`src/rtl/narvie_uart_pkg.sv`:
```
// Shared definitions for the narvie UART receive path: default clock and
// baud rate, the clocks-per-bit helper, the byte FSM state encoding and the
// NOP instruction word (the host sends it as 13 00 00 00).
// No ports.
package narvie_uart_pkg;

  localparam int          DEFAULT_CLK_HZ = 12_000_000;
  localparam int          DEFAULT_BAUD   = 115_200;
  localparam logic [31:0] NOP_WORD       = 32'h1300_0000;

  typedef enum logic [1:0] {
    IDLE,
    START,
    DATA,
    STOP
  } rx_state_e;

  function automatic int clks_per_bit(input int clk_hz, input int baud);
    return clk_hz / baud;
  endfunction

endpackage

```
`src/rtl/uart_rx_byte.sv`:
```
// 8N1 UART byte receiver: two-flop synchroniser on rx followed by the byte
// FSM (IDLE -> START -> DATA -> STOP).
// Ports:
//   clk12  in   system clock
//   rstn   in   synchronous active-low reset
//   rx     in   asynchronous UART line, idle high
//   data   out  last received byte, LSB arrives first on the wire
//   valid  out  combinational pulse in the cycle the stop bit samples high
//   err    out  combinational pulse in the cycle the stop bit samples low
//   busy   out  FSM is outside IDLE (a byte is being received)
module uart_rx_byte
  import narvie_uart_pkg::*;
#(
  parameter int CLK_HZ = DEFAULT_CLK_HZ,
  parameter int BAUD   = DEFAULT_BAUD
) (
  input  logic       clk12,
  input  logic       rstn,
  input  logic       rx,
  output logic [7:0] data,
  output logic       valid,
  output logic       err,
  output logic       busy
);

  localparam int                CPB     = clks_per_bit(CLK_HZ, BAUD);
  localparam int                CNT_W   = (CPB > 1) ? $clog2(CPB) : 1;
  localparam logic [CNT_W-1:0]  HALF_M1 = CNT_W'(CPB / 2 - 1);
  localparam logic [CNT_W-1:0]  FULL_M1 = CNT_W'(CPB - 1);

  logic             rx_p0;
  logic             rx_p1;
  logic             rx_p2;
  rx_state_e        state;
  rx_state_e        state_nxt;
  logic [CNT_W-1:0] cnt;
  logic [CNT_W-1:0] cnt_nxt;
  logic [2:0]       bit_idx;
  logic [2:0]       bit_idx_nxt;
  logic [7:0]       shift;
  logic [7:0]       shift_nxt;

  // Stage p0/p1: synchroniser; rx_p1 is the synced line, rx_p2 its previous
  // value for falling-edge detection. Idle-high reset keeps reset itself
  // from looking like a start edge.
  always_ff @(posedge clk12) begin
    if (!rstn) begin
      rx_p0   <= 1'b1;
      rx_p1   <= 1'b1;
      rx_p2   <= 1'b1;
      state   <= IDLE;
      cnt     <= '0;
      bit_idx <= '0;
    end else begin
      rx_p0   <= rx;
      rx_p1   <= rx_p0;
      rx_p2   <= rx_p1;
      state   <= state_nxt;
      cnt     <= cnt_nxt;
      bit_idx <= bit_idx_nxt;
    end
  end

  always_ff @(posedge clk12) begin
    shift <= shift_nxt;
  end

  always_comb begin
    state_nxt   = state;
    cnt_nxt     = cnt + CNT_W'(1);
    bit_idx_nxt = bit_idx;
    shift_nxt   = shift;
    valid       = 1'b0;
    err         = 1'b0;
    unique case (state)
      IDLE: begin
        cnt_nxt = '0;
        if (rx_p2 && !rx_p1) begin
          state_nxt = START;
        end
      end
      START: begin
        // Mid-start-bit check: a line already back high was a glitch.
        if (cnt == HALF_M1) begin
          cnt_nxt     = '0;
          bit_idx_nxt = '0;
          state_nxt   = rx_p1 ? IDLE : DATA;
        end
      end
      DATA: begin
        if (cnt == FULL_M1) begin
          cnt_nxt     = '0;
          shift_nxt   = {rx_p1, shift[7:1]};
          bit_idx_nxt = bit_idx + 3'd1;
          if (bit_idx == 3'd7) begin
            state_nxt = STOP;
          end
        end
      end
      STOP: begin
        if (cnt == FULL_M1) begin
          cnt_nxt   = '0;
          state_nxt = IDLE;
          valid     = rx_p1;
          err       = !rx_p1;
        end
      end
      default: begin
        state_nxt = IDLE;
      end
    endcase
  end

  assign data = shift;
  assign busy = (state != IDLE);

endmodule

```
`src/rtl/instr_frame_rx.sv`:
```
// narvie command front end: receives 8N1 bytes, packs every four valid bytes
// big-endian (first byte -> [31:24]) into a 32-bit instruction word and
// pulses instruction_rcv for one cycle when the word is presented.
// Optional feature macro: RX_TIMEOUT_EN -- when defined, a partial word left
// idle for TIMEOUT_CLKS cycles is silently dropped.
// Ports:
//   clk12            in   system clock
//   rstn             in   synchronous active-low reset
//   rx               in   asynchronous UART line, idle high
//   instruction      out  last completed word (holds until the next one)
//   instruction_rcv  out  one-cycle pulse, instruction valid from this cycle
//   frame_err        out  one-cycle pulse after a low stop-bit sample
module instr_frame_rx
  import narvie_uart_pkg::*;
#(
  parameter int CLK_HZ       = DEFAULT_CLK_HZ,
  parameter int BAUD         = DEFAULT_BAUD,
  parameter int TIMEOUT_CLKS = 12000
) (
  input  logic        clk12,
  input  logic        rstn,
  input  logic        rx,
  output logic [31:0] instruction,
  output logic        instruction_rcv,
  output logic        frame_err
);

  logic [7:0]  byte_data;
  logic        byte_vld;
  logic        byte_err;
  logic        rx_busy;
  logic [1:0]  byte_cnt;
  logic [23:0] word_sh;
  logic        drop_partial;

  uart_rx_byte #(
    .CLK_HZ (CLK_HZ),
    .BAUD   (BAUD)
  ) u_byte (
    .clk12 (clk12),
    .rstn  (rstn),
    .rx    (rx),
    .data  (byte_data),
    .valid (byte_vld),
    .err   (byte_err),
    .busy  (rx_busy)
  );

`ifdef RX_TIMEOUT_EN
  localparam int IDLE_W = $clog2(TIMEOUT_CLKS + 1);

  logic [IDLE_W-1:0] idle_cnt;

  // Counts only while a partial word waits and the line is idle; any start
  // edge moves the FSM out of IDLE and restarts the count.
  always_ff @(posedge clk12) begin
    if (!rstn || rx_busy || (byte_cnt == 2'd0) || drop_partial) begin
      idle_cnt <= '0;
    end else begin
      idle_cnt <= idle_cnt + IDLE_W'(1);
    end
  end

  assign drop_partial = (idle_cnt == IDLE_W'(TIMEOUT_CLKS));
`else
  logic unused_timeout;
  assign unused_timeout = ^{TIMEOUT_CLKS, rx_busy};
  assign drop_partial   = 1'b0;
`endif

  // Stage p1: word assembly. Only the three older bytes are kept; the fourth
  // goes straight into instruction so the output moves once per word.
  always_ff @(posedge clk12) begin
    if (!rstn) begin
      byte_cnt        <= '0;
      word_sh         <= '0;
      instruction     <= '0;
      instruction_rcv <= 1'b0;
      frame_err       <= 1'b0;
    end else begin
      instruction_rcv <= 1'b0;
      frame_err       <= byte_err;
      if (byte_err) begin
        byte_cnt <= '0;
      end else if (byte_vld) begin
        word_sh  <= {word_sh[15:0], byte_data};
        byte_cnt <= byte_cnt + 2'd1;
        if (byte_cnt == 2'd3) begin
          instruction     <= {word_sh, byte_data};
          instruction_rcv <= 1'b1;
        end
      end else if (drop_partial) begin
        byte_cnt <= '0;
      end
    end
  end

endmodule

```
`config.mk`:
```
export PLATFORM = sky130hd
export DESIGN_NAME = instr_frame_rx
export DESIGN_NICKNAME = d
export VERILOG_FILES = /design/src/rtl/narvie_uart_pkg.sv /design/src/rtl/uart_rx_byte.sv /design/src/rtl/instr_frame_rx.sv
export SDC_FILE = /design/constraint.sdc
export NUM_CORES = 1
export LEC_CHECK = 0
export ABC_AREA = 1
export CAP_MARGIN = 20
export CORE_MARGIN = 4
export CORE_UTILIZATION = 54
export CTS_BUF_LIST = sky130_fd_sc_hd__clkbuf_16
export CTS_CLUSTER_SIZE = 10
export DETAILED_ROUTE_END_ITERATION = 7
export GPL_ROUTABILITY_DRIVEN = 0
export PLACE_DENSITY = 0.85
export SYNTH_ARGS = -nofsm -noshare
export SYNTH_HDL_FRONTEND = slang
export SYNTH_SLANG_ARGS = --single-unit
```
`constraint.sdc`:
```
create_clock -name clk12 -period 1.9 [get_ports clk12]
set_input_delay 0.19 -clock clk12 [delete_from_list [all_inputs] [get_ports clk12]]
set_output_delay 0.19 -clock clk12 [all_outputs]
set_load 0.02 [all_outputs]
```
# After elaboration in Yosys (flattened, before gate mapping)
# Index checks and enable logic that the tools add are counted.
totals:
  register_bits: 83
  in_bits: 3
  out_inout_bits: 34
op_classes:
  n_addsub: 3
  n_eq_ne: 12
  mux: 18
  bitwise_logic: 3
  n_reduce_logical: 12
ops:
  columns: ["op", "n"]
  rows:
  - ["7-bit case mux with 3 select lines", 1]
  - ["7-bit 2-to-1 mux", 2]
  - ["2-bit 2-to-1 mux", 6]
  - ["2-bit by 1-bit inequality test with 1-bit output, second input constant", 5]
  - ["2-bit case mux with 4 select lines", 1]
  - ["7-bit by 1-bit adder with 7-bit output, second input constant", 1]
  - ["7-bit by 6-bit equality test with 1-bit output, second input constant", 1]
  - ["7-bit equality test, second input constant", 1]
  - ["2-bit equality test, second input constant", 3]
  - ["3-bit 2-to-1 mux", 2]
  - ["3-bit case mux with 2 select lines", 1]
  - ["3-bit AND reduction", 2]
  - ["1-bit 2-to-1 mux", 5]
  - ["5-bit AND reduction", 1]
  - ["2-bit AND reduction", 2]
  - ["2-bit OR reduction", 2]
  - ["3-bit by 1-bit adder with 3-bit output, second input constant", 1]
  - ["3-bit equality test, second input constant", 1]
  - ["1-bit inverter", 3]
  - ["3-bit OR reduction", 1]
  - ["2-bit by 1-bit adder with 2-bit output, second input constant", 1]
  - ["2-bit by 1-bit equality test with 1-bit output, second input constant", 1]
  - ["2-bit zero test", 1]
  - ["2-bit nonzero test", 1]
  - ["other kinds (2)", 2]

# Depth between registers and ports, before layout
logic_depth:
  depth_word: 5
  depth_mapped: 8
  ltp_nobuf: 8

# Modules after synthesis
# From an unflattened synthesis, not the netlist that was laid out.
unflattened:
  hier_cells: 396
  hier_area_um2: 3143.0
modules_own_cells:
  columns: ["module", "n_inst", "cells_per_inst", "area_per_inst_um2"]
  rows:
  - ["instr_frame_rx", 1, 286, 2145.8]
  - ["uart_rx_byte", 1, 110, 997.2]

# Least setup slack after synthesis
# Ideal clock, no wire load.
synth_path:
  kind: "register to register"
  startpoint: "reg u_byte.cnt[0]"
  endpoint: "reg u_byte.shift[0], in the netlist u_byte.data[0], enable pin"
  setup_time_ps: 325
  arrival_time_ps: 1235
  setup_slack_ps: 341
  stages_incl_launch_ff: 6
  n_path_buf: 0
  cell_sequence: "dfxtp_1 -> ha_1 -> nand2_2 -> nor2_4 -> nand3_1 -> inv_1"
synth_via:
  elab_chain_cells: 2
synth_lines:
  columns: ["item", "line", "text"]
  rows:
  - ["start, declared", "uart_rx_byte.sv:36", "logic [CNT_W-1:0] cnt;"]
  - ["start signal, assigned", "uart_rx_byte.sv:59", "cnt <= cnt_nxt;"]
  - ["7-bit equality test", "uart_rx_byte.sv:91", "if (cnt == FULL_M1) begin"]
  - ["2-bit AND reduction (no line)", null, null]
  - ["end signal, assigned", "uart_rx_byte.sv:65", "shift <= shift_nxt;"]
  - ["end, declared", "uart_rx_byte.sv:40", "logic [7:0] shift;"]
# Every way passes these cells.
# A chain may end at the register's enable or synchronous reset.

# Worst setup path in the final report
layout_path:
  startpoint: "reg u_byte.cnt[0]"
  endpoint: "reg instruction[8]"
layout_via:
  elab_chain_cells: 5
  elab_cells_between_ends: 7
layout_lines:
  columns: ["item", "line", "text"]
  rows:
  - ["7-bit equality test *", "uart_rx_byte.sv:101", "if (cnt == FULL_M1) begin"]
  - ["1-bit 2-to-1 mux", "uart_rx_byte.sv:101", null]
  - ["1-bit 2-to-1 mux", "uart_rx_byte.sv:75", "unique case (state)"]
  - ["1-bit inverter (no line)", null, null]
  - ["3-bit AND reduction (no line) *", null, null]
  - ["end signal, assigned", "instr_frame_rx.sv:89", "instruction <= {word_sh, byte_data};"]
  - ["end, declared", "instr_frame_rx.sv:23", "output logic [31:0] instruction,"]
# Mark *: on every way between the ends. The rest lies on a longest branch, timed or not.

==> impl_metrics.py <==
metrics = {
    "drt": {
        "drc": 0,
        "routed-via-count": 2771,
        "drt-wirelength-per-cell_microns": 13.3,
        "first_pass_iters": 4,
        "wirelength_microns": 6950,
        "vias_per_cell": 5.29,
        "drt_iter0_markers": 176,
        "drtAntennaViolNets": 0,
    },
    "floorplan": {
        "die_area_sq_mm": 0.00742,
        "start_util_pct": 55.7,
        "dieWidth_microns": 86.2,
        "fp-row-count": 28,
        "core_sq_mm": 0.00592,
        "die_h_microns": 86.2,
        "ios": 37,
    },
    "clock_tree": {
        "cts_resized": 0,
        "cts_max_path_buffers": 2,
        "cts_tree": "yes",
        "holdBufCountCts": 0,
        "postCtsSetupBuffers": 0,
        "clock_latency_ns": 0.33,
        "cts_sinks": 83,
        "cts_buffers": 9,
        "cts_root_buffer": "clkbuf_16",
        "clk_pin_slew_worst_paths_ns": 0.06,
        "htreeDepth": 3,
    },
    "grt": {
        "grt_pass1_vias": 2615,
        "grt_remaining_overflow": 0,
        "grt_pass1_wl_microns": 11700,
        "grt_usage_pct": 20.1,
        "grt_max_degree": 42,
        "antenna_found_initial": 0,
    },
    "yosys": {
        "synth.distinct_cells": 24,
        "syn_area_per_cell_sq_um": 7.97,
        "synth_xor_area_share_pct": 1.06,
        "async_flop_share_pct": 0,
        "ys_seq_area_share_pct": 52.8,
        "synth_top_family_by_area": "simple AND/OR/NAND/NOR gates",
        "synth-edff-count": 8,
        "ys_top_cells_by_area": "dfxtp_1 46%, nand3_1 12%, nand2_1 9.2%",
        "synthMuxAreaShare_pct": 0,
        "netlist_area_sq_mm": 0.00330,
        "synth_ff_type": "dfxtp_1",
        "yosysMostFrequentCell": "nand2_1",
        "synthSimpleGateAreaFrac_pct": 32.3,
        "yosys_warnings": 0,
        "synthTopCellsByCount": "81 x nand2_1, 77 x nand3_1, 75 x dfxtp_1",
        "synth_top_area_share_pct": 45.5,
        "synth-seq-cells": 83,
        "yosys.area_share.adder_pct": 1.52,
        "syn_inst": 414,
        "synth.largest_area_cell": "dfxtp_1",
        "synth_compound_area_share_pct": 4.85,
        "syn_nets": 421,
    },
    "critical_path": {
        "cp_cell_sequence": "ha_1 -> nand2_2 -> nor2_4 -> nand3_4 -> nor2_8 -> nand3_1 -> nand2_1",
        "cpPeakStageDelay_ns": 0.37,
        "path_delay_family": "simple AND/OR/NAND/NOR gates",
        "timing.rr.start": "u_byte.cnt[0]",
        "critPathArrivalTime_ns": 2.00,
        "timing.rr.end": "instruction[8]",
        "cp_max_fo": 32,
        "r2r_cells": 7,
        "startpoint_type": "flop",
        "critPathKind": "reg2reg",
        "path_buf_inv": 0,
        "crit_required_ns": 2.18,
        "crit_path_end_kind": "flop",
        "cp_slowest_cell": "nor2_8",
        "r2r_slack_ns": 0.18,
    },
    "power_and_ir_drop": {
        "ir_worst_vdd_v": 0.000812,
        "power.density_mw_per_mm2": 902,
        "p_total_w": 0.00361,
        "p_leak_nw": 1.55,
    },
    "min_path": {
        "hold_start": "rstn",
        "hold_class": "in2reg",
        "hold-path-endpoint": "u_byte.rx_p2",
        "whs_path_depth": 2,
    },
    "finish": {
        "areaGrowthSynthToFinish_pct": 21.5,
        "finalNetCount": 451,
        "antenna_cells": 0,
        "fillers": 486,
        "drive_gt1_share_pct": 7.13,
        "finalCoreUtilization_pct": 67.7,
    },
    "placed_design": {
        "place_ws_ns": 0.184,
        "io_buffer_count": 36,
        "dpl.hpwl_microns": 4480,
    },
    "timing": {
        "maxSlewHeadroom_pct": 71.3,
        "fin_crit_sh_pct": 90.7,
        "finalClockSkew_ns": 0.00351,
        "setup_tns_ns": 0,
        "rsz0062_at_grt": "false",
        "tightestPinTransition_ns": 0.429,
        "whs_ns": 0.261,
        "setup_slack_ns": 0.177,
        "max_freq_mhz": 580,
        "finalHoldViolations": 0,
        "final_max_slew_viol_count": 0,
        "layout_min_cycle_time_ns": 1.72,
        "final-setup-viol-count": 0,
    },
    "outcome": {
        "run_status": "finished clean",
    },
    "job": {
        "drv_cap": 0,
    },
}
==> cell type report <==
type                            instances  area (sq um)  share of cell area (%)
Tap cell                               75          93.8                    2.34
Inverter                               32           120                    3.00
Sequential cell                        83          1740                    43.5
Clock buffer                            9           225                    5.62
Clock inverter                          7          85.1                    2.12
Multi-Input combinational cell        274          1310                    32.8
Timing Repair Buffer                   44           428                    10.7
==> registers in the layout, summed over array words and instances, names as in the netlist, named ones only <==
signal	flops
u_byte.bit_idx	3
u_byte.rx_p0	1
word_sh	24
frame_err	1
u_byte.cnt	7
instruction	32
u_byte.rx_p2	1
u_byte.data	8
instruction_rcv	1
byte_cnt	2
u_byte.state	1
u_byte.rx_p1	1
==> metrics by stage <==
step	area [sq um]	instances
after global routing	4010	524
after detailed placement	3700	508
final	4010	524
after CTS	4010	524
after floorplan	3300	414
after global placement	3700	508
==> metal layers <==
metal	global-route usage, %	share of wire [%]
met5	0	0
met1	24.5	44
met3	6.92	6.0
met4	7.05	1.9
met2	33.1	48
==> logic make-up after synthesis <==
kind of cell | count (synthesis)
AND/OR/NAND/NOR | 234
flip-flops | 83
buffers and inverters | 57
AO/OA/AOI/OAI | 32
XOR/XNOR | 4
adder cells (fa/ha/maj) | 4
==> how the worst max path moves through the flow <==
stage                              from             end  slack [ns]  cells past startpoint
after global placement    u_byte.cnt[0]  instruction[8]        0.28                      7
after global routing      u_byte.cnt[0]  instruction[8]        0.02                      7
after detailed placement  u_byte.cnt[0]  instruction[8]        0.18                      7
final                     u_byte.cnt[0]  instruction[8]        0.18                      7
after CTS                 u_byte.cnt[0]  instruction[8]        0.17                      7
after floorplan           u_byte.cnt[0]  u_byte.data[0]        0.34                      5
==> cell usage in the layout, fill, tap and decap left out <==
master / netlist / final
buf_4: 1 / 7
a21oi_1: 29 / 29
clkinv_1: 0 / 1
bufinv_16: 0 / 2
edfxtp_1: 8 / 8
nand4_1: 13 / 13
inv_2: 1 / 1
nor2_2: 0 / 1
nor2_8: 1 / 1
nand3_1: 77 / 77
nand3_4: 1 / 1
xnor2_1: 1 / 1
nor2_4: 2 / 2
or2_2: 3 / 3
clkinv_4: 0 / 1
nand3b_1: 1 / 1
inv_1: 31 / 33
dfxtp_1: 75 / 75
buf_12: 0 / 1
xor2_1: 3 / 3
ha_1: 4 / 4
clkinv_2: 0 / 1
clkdlybuf4s50_1: 0 / 35
buf_2: 5 / 1
nand2_2: 1 / 1
o21ai_0: 3 / 3
clkbuf_16: 0 / 9
nor2_1: 54 / 53
nand2_1: 81 / 81
==> power breakdown <==
group / switching (W) / total (W) / internal [W]
registers: 0.00000216 / 0.00177 / 0.00177
logic: 0.0000403 / 0.0000539 / 0.0000136
clock network: 0.000655 / 0.00179 / 0.00114
==> worst register-to-register path, cell delays in order (launching register included) <==
cell and delay (ns):
dfxtp_1 0.36, ha_1 0.28, nand2_2 0.10, nor2_4 0.19
nand3_4 0.12, nor2_8 0.37, nand3_1 0.16, nand2_1 0.09
(Power assumes the default switching activity.)
